===== src/rtl/teclado_pkg.sv =====
// rtl/teclado_pkg.sv - scanner FSM states, reset column and key code table (code table used with TECLADO_CODE_EN)
package teclado_pkg;

  typedef enum logic [2:0] {
    SCAN,
    DEBOUNCE,
    REPORT,
    STROBE,
    RELEASE
  } state_t;

  localparam logic [3:0] COL_RESET = 4'b1000;

  // Indexed by {row index, column index}; index 0 is the top row / left column.
  localparam logic [15:0][3:0] CODE_TABLE = {
    4'hD, 4'hF, 4'h0, 4'hE,
    4'hC, 4'h9, 4'h8, 4'h7,
    4'hB, 4'h6, 4'h5, 4'h4,
    4'hA, 4'h3, 4'h2, 4'h1
  };

  function automatic logic [1:0] onehot_idx(input logic [3:0] v);
    logic [1:0] idx;
    case (v)
      4'b1000: idx = 2'd0;
      4'b0100: idx = 2'd1;
      4'b0010: idx = 2'd2;
      default: idx = 2'd3;
    endcase
    return idx;
  endfunction

  function automatic logic [3:0] key_code(input logic [3:0] lin, input logic [3:0] col);
    return CODE_TABLE[{onehot_idx(lin), onehot_idx(col)}];
  endfunction

endpackage


===== src/rtl/teclado_if.sv =====
// rtl/teclado_if.sv - accepted-key interface lin/col/bot_press (code/code_valid with TECLADO_CODE_EN)
interface teclado_if;

  logic [3:0] lin;
  logic [3:0] col;
  logic       bot_press;

`ifdef TECLADO_CODE_EN
  logic [3:0] code;
  logic       code_valid;

  modport master (output lin, col, bot_press, code, code_valid);
  modport slave  (input  lin, col, bot_press, code, code_valid);
`else
  modport master (output lin, col, bot_press);
  modport slave  (input  lin, col, bot_press);
`endif

endinterface


===== src/rtl/teclado_sinc.sv =====
// rtl/teclado_sinc.sv - 4-bit two-flop synchronizer with synchronous clear
module teclado_sinc (
  input  logic       clk,
  input  logic       rst,
  input  logic [3:0] d,
  output logic [3:0] q
);

  logic [3:0] meta;

  always_ff @(posedge clk) begin
    if (rst) begin
      meta <= '0;
      q    <= '0;
    end else begin
      meta <= d;
      q    <= meta;
    end
  end

endmodule


===== src/rtl/teclado_varredura.sv =====
// rtl/teclado_varredura.sv - 4x4 keypad scanner with press/release debounce; TECLADO_CODE_EN adds code/code_valid
module teclado_varredura
  import teclado_pkg::*;
#(
  parameter int SCAN_DIV     = 5000,
  parameter int DEBOUNCE_CYC = 50000
) (
  input  logic       clk,
  input  logic       rst,
  input  logic [3:0] row_in,
  output logic [3:0] col_out,
  teclado_if.master  kb
);

  localparam int DIV_W = $clog2(SCAN_DIV) + 1;
  localparam int DEB_W = $clog2(DEBOUNCE_CYC) + 1;
  localparam logic [DIV_W-1:0] DIV_LAST = DIV_W'(SCAN_DIV - 1);
  localparam logic [DEB_W-1:0] DEB_LAST = DEB_W'(DEBOUNCE_CYC - 1);

  state_t           state, state_next;
  logic [3:0]       row_s;
  logic [3:0]       row_cap, row_cap_next;
  logic [3:0]       col_next;
  logic [3:0]       lin_r, lin_next;
  logic [3:0]       col_r, col_key_next;
  logic             press_r, press_next;
  logic [DIV_W-1:0] div_cnt, div_next;
  logic [DEB_W-1:0] deb_cnt, deb_next;

  teclado_sinc u_sinc (
    .clk (clk),
    .rst (rst),
    .d   (row_in),
    .q   (row_s)
  );

  always_ff @(posedge clk) begin
    if (rst) begin
      state   <= SCAN;
      col_out <= COL_RESET;
      row_cap <= '0;
      div_cnt <= '0;
      deb_cnt <= '0;
      lin_r   <= '0;
      col_r   <= '0;
      press_r <= 1'b0;
    end else begin
      state   <= state_next;
      col_out <= col_next;
      row_cap <= row_cap_next;
      div_cnt <= div_next;
      deb_cnt <= deb_next;
      lin_r   <= lin_next;
      col_r   <= col_key_next;
      press_r <= press_next;
    end
  end

  // bot_press is registered off STROBE so lin/col lead it by exactly one cycle.
  always_comb begin
    state_next   = state;
    col_next     = col_out;
    row_cap_next = row_cap;
    div_next     = div_cnt;
    deb_next     = deb_cnt;
    lin_next     = lin_r;
    col_key_next = col_r;
    press_next   = 1'b0;

    case (state)
      SCAN: begin
        if (div_cnt == DIV_LAST) begin
          div_next = '0;
          if ($onehot(row_s)) begin
            row_cap_next = row_s;
            deb_next     = '0;
            state_next   = DEBOUNCE;
          end else begin
            col_next = {col_out[0], col_out[3:1]};
          end
        end else begin
          div_next = div_cnt + 1'b1;
        end
      end

      DEBOUNCE: begin
        if (row_s != row_cap) begin
          div_next   = '0;
          deb_next   = '0;
          state_next = SCAN;
        end else if (deb_cnt == DEB_LAST) begin
          deb_next   = '0;
          state_next = REPORT;
        end else begin
          deb_next = deb_cnt + 1'b1;
        end
      end

      REPORT: begin
        lin_next     = row_cap;
        col_key_next = col_out;
        state_next   = STROBE;
      end

      STROBE: begin
        press_next = 1'b1;
        deb_next   = '0;
        state_next = RELEASE;
      end

      RELEASE: begin
        if (row_s != 4'b0000) begin
          deb_next = '0;
        end else if (deb_cnt == DEB_LAST) begin
          deb_next   = '0;
          div_next   = '0;
          state_next = SCAN;
        end else begin
          deb_next = deb_cnt + 1'b1;
        end
      end

      default: state_next = SCAN;
    endcase
  end

  assign kb.lin       = lin_r;
  assign kb.col       = col_r;
  assign kb.bot_press = press_r;

`ifdef TECLADO_CODE_EN
  logic [3:0] code_r;
  logic       code_valid_r;

  always_ff @(posedge clk) begin
    if (rst) begin
      code_r       <= '0;
      code_valid_r <= 1'b0;
    end else begin
      code_valid_r <= press_next;
      if (state == REPORT) begin
        code_r <= key_code(row_cap, col_out);
      end
    end
  end

  assign kb.code       = code_r;
  assign kb.code_valid = code_valid_r;
`endif

endmodule


===== src/flat_wrapper.sv =====
// flat-port wrapper written by rule: the top's interface ports become plain ports
module teclado_varredura_flat import teclado_pkg::*;
#(
  parameter int SCAN_DIV     = 5000,
  parameter int DEBOUNCE_CYC = 50000
)
  (clk, rst, row_in, col_out, kb_lin, kb_col, kb_bot_press);
  teclado_if kb_i ();
  input  logic clk;
  input  logic rst;
  input  logic [3:0] row_in;
  output logic [3:0] col_out;
  output wire logic [$bits(kb_i.lin)-1:0] kb_lin;
  output wire logic [$bits(kb_i.col)-1:0] kb_col;
  output wire logic [$bits(kb_i.bot_press)-1:0] kb_bot_press;
  assign kb_lin = kb_i.lin;
  assign kb_col = kb_i.col;
  assign kb_bot_press = kb_i.bot_press;
  teclado_varredura #(.SCAN_DIV(SCAN_DIV), .DEBOUNCE_CYC(DEBOUNCE_CYC)) u_core (.clk(clk), .rst(rst), .row_in(row_in), .col_out(col_out), .kb(kb_i));
endmodule

===== config.mk =====
export PLATFORM = sky130hd
export DESIGN_NAME = teclado_varredura_flat
export DESIGN_NICKNAME = d
export VERILOG_FILES = /design/src/rtl/teclado_pkg.sv /design/src/rtl/teclado_if.sv /design/src/rtl/teclado_sinc.sv /design/src/rtl/teclado_varredura.sv /design/src/flat_wrapper.sv
export SDC_FILE = /design/constraint.sdc
export NUM_CORES = 1
export LEC_CHECK = 0
export BUFFER_PORTS_ARGS = -buffer_cell sky130_fd_sc_hd__buf_2
export CAP_MARGIN = 20
export CORE_MARGIN = 3
export CORE_UTILIZATION = 60
export DETAILED_ROUTE_END_ITERATION = 8
export PLACE_DENSITY = 0.76
export SLEW_MARGIN = 5
export SYNTH_ARGS = -nofsm -noshare
export SYNTH_HDL_FRONTEND = slang
export SYNTH_SLANG_ARGS = --single-unit

===== constraint.sdc =====
create_clock -name clk -period 3.9 [get_ports clk]
set_input_delay 0.975 -clock clk [delete_from_list [all_inputs] [get_ports clk]]
set_output_delay 0.975 -clock clk [all_outputs]
set_load 0.01 [all_outputs]

==> results.toml <==
[clocking]
post_cts_buffers = 0
cts_buffer_depth = 2
tritoncts = "yes"
cts_hold_buffers = 0
clock-sinks = 59
cts.htree.levels = 3
clock_latency_ns = 0.34
path_clk_slew_ns = 0.07
ctsResizeCount = 0
cts_root_buf = "clkbuf_8"
cts_buffers = 9

[timing]
grt_setup_unrepaired = "false"
tightest_slew_ns = 0.893
slew_viol_final = 0
post-route-min-period_ns = 3.14
whs_ns = 0.430
setup_viol = 0
hold_viol = 0
fmax_ghz = 0.318
final.setup.worst_slack_ns = 0.755
slew-limit-headroom_pct = 40.0
clock_skew_ns = 0.00635
tns_ns = 0
min_period_over_period_pct = 80.6

[min_path]
hold_path_class = "flop to flop"
worstHoldStart = "u_core.u_sinc.meta[1]$_SDFF_PP0_"
holdPathEnd = "u_core.u_sinc.q[1]$_SDFF_PP0_"
worstHoldPathCells = 1

[grt]
antenna_found_initial = 0
grt_usage_pct = 23.6
grt_pass1_wl_um = 10100
grt_pass1_vias = 2198
grt_max_degree = 41
grt_remaining_overflow = 0

[logic_synthesis]
synth_edf_count = 0
synth_cell_types = 54
ys_seq_elements = 59
ys_seq_area_share_pct = 41.7
syn-cell-area_um2 = 2840
synthFlopType = "dfxtp_1"
ys_async_sr_fraction_pct = 0
post_synth.cell_area_avg_um2 = 8.54
yosys_warnings = 0
syn_inst = 332
synthesis.nets = 346

[power]
pwr-share-seq_pct = 51.1
p_int_w = 0.000935
p_comb_share_pct = 3.4
ir_drop_v = 0.000318
p_clk_share_pct = 45.5
power_w = 0.00120
switchingPower_w = 0.000266
p_per_area_nw_per_um2 = 381
power.leakage_nw = 1.18
switching_share_pct = 22.2

[worst_setup_path]
endpoint_kind = "flop"
required_ns = 4.17
cp_max_fo = 10
cp.buffers_inverters = 2
slowest_delay_ns = 0.50
r2r_cells = 10
reg2reg_from = "u_core.u_sinc.q[0]$_SDFF_PP0_"
crit_type = "flop to flop"
worstPathArrival_ns = 3.41
worstReg2RegEnd = "u_core.deb_cnt[8]$_SDFFE_PP0P_"
ff2ff_setup_slack_ns = 0.76
crit_family = "simple AND/OR/NAND/NOR gates"
slowest_stage = "or3b_2"
crit_path_cell_trace = "inv_1 > ha_1 > ha_1 > fa_1 > or3b_2 > nor2_1 > a21oi_1 > buf_4 > or4_1 > a21oi_1"
critPathLaunchType = "flop"

[place]
hpwl_um = 4000
gp_congestion = 0.861
post-place-ws_ns = 0.765
port_buffers = 18

[status]
status = "complete, no violations"

[finish]
finalNetCount = 364
drive_gt1_share_pct = 13.5
diodes = 0
syn2layout_area_growth_pct = 11.1
nFillCells = 357

[route]
drc = 0
avgRoutedWirePerCell_um = 14.6
drt_iter0_markers = 177
route.met2.wl_um = 2810
wl_um = 5960
dr_wl_met3_um = 246
via_per_inst = 6.21
ant_nets = 0
dr.pass1.iters = 4
vias = 2527
top_layer = "met4"
met1_length_um = 2770

[flow_run]
drv_cap = 0

[die]
dieArea_um2 = 5590
die_width_um = 74.7
io_pins = 19
row_count = 24
start_util_pct = 63.8
fp.dieH_um = 74.7
coreArea_um2 = 4440
power groups by stage:
stage | registers, W | clock network (W) | logic (W)
after CTS | 0.000614 | 0.000553 | 0.0000410
after global placement | 0.000627 | 0 | 0.0000403
after detailed placement | 0.000627 | 0 | 0.0000410
after global routing | 0.000615 | 0.000578 | 0.0000462
final | 0.000614 | 0.000547 | 0.0000406
after floorplan | 0.000626 | 0 | 0.0000299
synth_stat cells (4+ instances only):
cell type / count / area share (%)
a311oi_1: 8 / 2.5
and3_1: 4 / 0.88
or3_1: 13 / 2.9
mux2i_1: 9 / 3.2
dfxtp_1: 59 / 42
or4_1: 7 / 1.9
nand2b_1: 4 / 0.88
nand2_1: 39 / 5.2
nand3_1: 11 / 1.9
a31oi_1: 7 / 1.5
clkbuf_1: 10 / 1.3
ha_1: 7 / 3.1
xnor2_1: 4 / 1.2
nor2b_1: 10 / 2.2
inv_1: 7 / 0.93
nand4_1: 6 / 1.3
nor3_1: 11 / 1.9
nor2_1: 22 / 2.9
o21ai_0: 17 / 3.0
a21oi_1: 31 / 5.5
worst max path at each step:
stage | startpoint | to | slack [ns] | depth (start not counted)
after floorplan | u_core.u_sinc.q[0]$_SDFF_PP0_ | u_core.deb_cnt[0]$_SDFFE_PP0P_ | 1.02 | 10
after global placement | u_core.u_sinc.q[0]$_SDFF_PP0_ | u_core.deb_cnt[10]$_SDFFE_PP0P_ | 0.85 | 9
after detailed placement | u_core.u_sinc.q[0]$_SDFF_PP0_ | u_core.deb_cnt[1]$_SDFFE_PP0P_ | 0.77 | 10
after CTS | u_core.u_sinc.q[0]$_SDFF_PP0_ | u_core.deb_cnt[5]$_SDFFE_PP0P_ | 0.71 | 10
after global routing | u_core.u_sinc.q[1]$_SDFF_PP0_ | u_core.deb_cnt[8]$_SDFFE_PP0P_ | 0.58 | 10
final | u_core.u_sinc.q[0]$_SDFF_PP0_ | u_core.deb_cnt[8]$_SDFFE_PP0P_ | 0.76 | 10
metrics by stage:
step / utilization [%] / instance area (um2) / cells
2_1_floorplan: - / 2840 / 332
6_report: 70.9 / 3150 / 407
4_1_cts: 70.7 / 3140 / 406
3_5_place_dp: 66.4 / 2950 / 390
5_1_grt: 70.9 / 3150 / 407
3_3_place_gp: 66.4 / 2950 / 390
final cells by class:
type	count	area, um2	area share [%]
inverter	7	26.3	0.834
timing repair buffer	22	120	3.81
sequential	59	1180	37.5
multi-input combinational	251	1560	49.6
clock buffer	11	141	4.49
tap	52	65.1	2.07
clock inverter	5	52.6	1.67
logic make-up after synthesis:
logic type               share of synthesized area [%]
adder cells (fa/ha/maj)                           3.80
buffers and inverters                             3.18
AND/OR/NAND/NOR                                   27.9
multiplexers                                      3.57
flip-flops                                        41.7
AO/OA/AOI/OAI                                     18.1
XOR/XNOR                                          1.85
worst register-to-register path, cell delays in order, from the launching register on:
cell	delay (ns)
dfxtp_1	0.40
inv_1	0.06
ha_1	0.29
ha_1	0.21
fa_1	0.44
or3b_2	0.50
nor2_1	0.10
a21oi_1	0.20
buf_4	0.24
or4_1	0.50
a21oi_1	0.15
flip-flops by register name (all words and copies together) (netlist names):
register,flops
u_core.kb.bot_press,1
u_core.kb.col,4
u_core.col_out,4
u_core.u_sinc.meta,4
u_core.div_cnt,14
u_core.u_sinc.q,4
u_core.deb_cnt,17
u_core.kb.lin,4
u_core.row_cap,4
u_core.state,3
metal layers:
metal,track usage (%),vias up
li1,-,1263
met1,31.6,1190
met2,36.2,61
met3,4.94,13
met4,11.7,0
met5,0,-
cells in the final DEF (no fill, tap or decap), drive strengths merged, types with 2 or more instances in the layout:
cell | netlist | layout
nand2b | 4 | 4
xnor2 | 4 | 4
inv | 7 | 7
o2111ai | 3 | 3
ha | 7 | 7
nand2 | 40 | 40
xor2 | 2 | 2
and4 | 4 | 4
a311oi | 8 | 8
a21oi | 31 | 31
a31oi | 7 | 7
or3 | 13 | 13
nor2 | 22 | 22
nand3b | 2 | 2
clkbuf | 10 | 11
or2 | 2 | 2
a2111oi | 2 | 2
and3 | 5 | 5
dfxtp | 59 | 59
nand3 | 11 | 11
nor2b | 10 | 10
o21ai | 17 | 17
buf | 5 | 22
clkinv | 0 | 3
and2 | 2 | 2
o31ai | 3 | 3
mux2i | 9 | 9
or4b | 2 | 2
nand4 | 6 | 6
or4 | 8 | 8
nor3 | 11 | 11
Note: power is estimated with default switching activity, not from simulation.
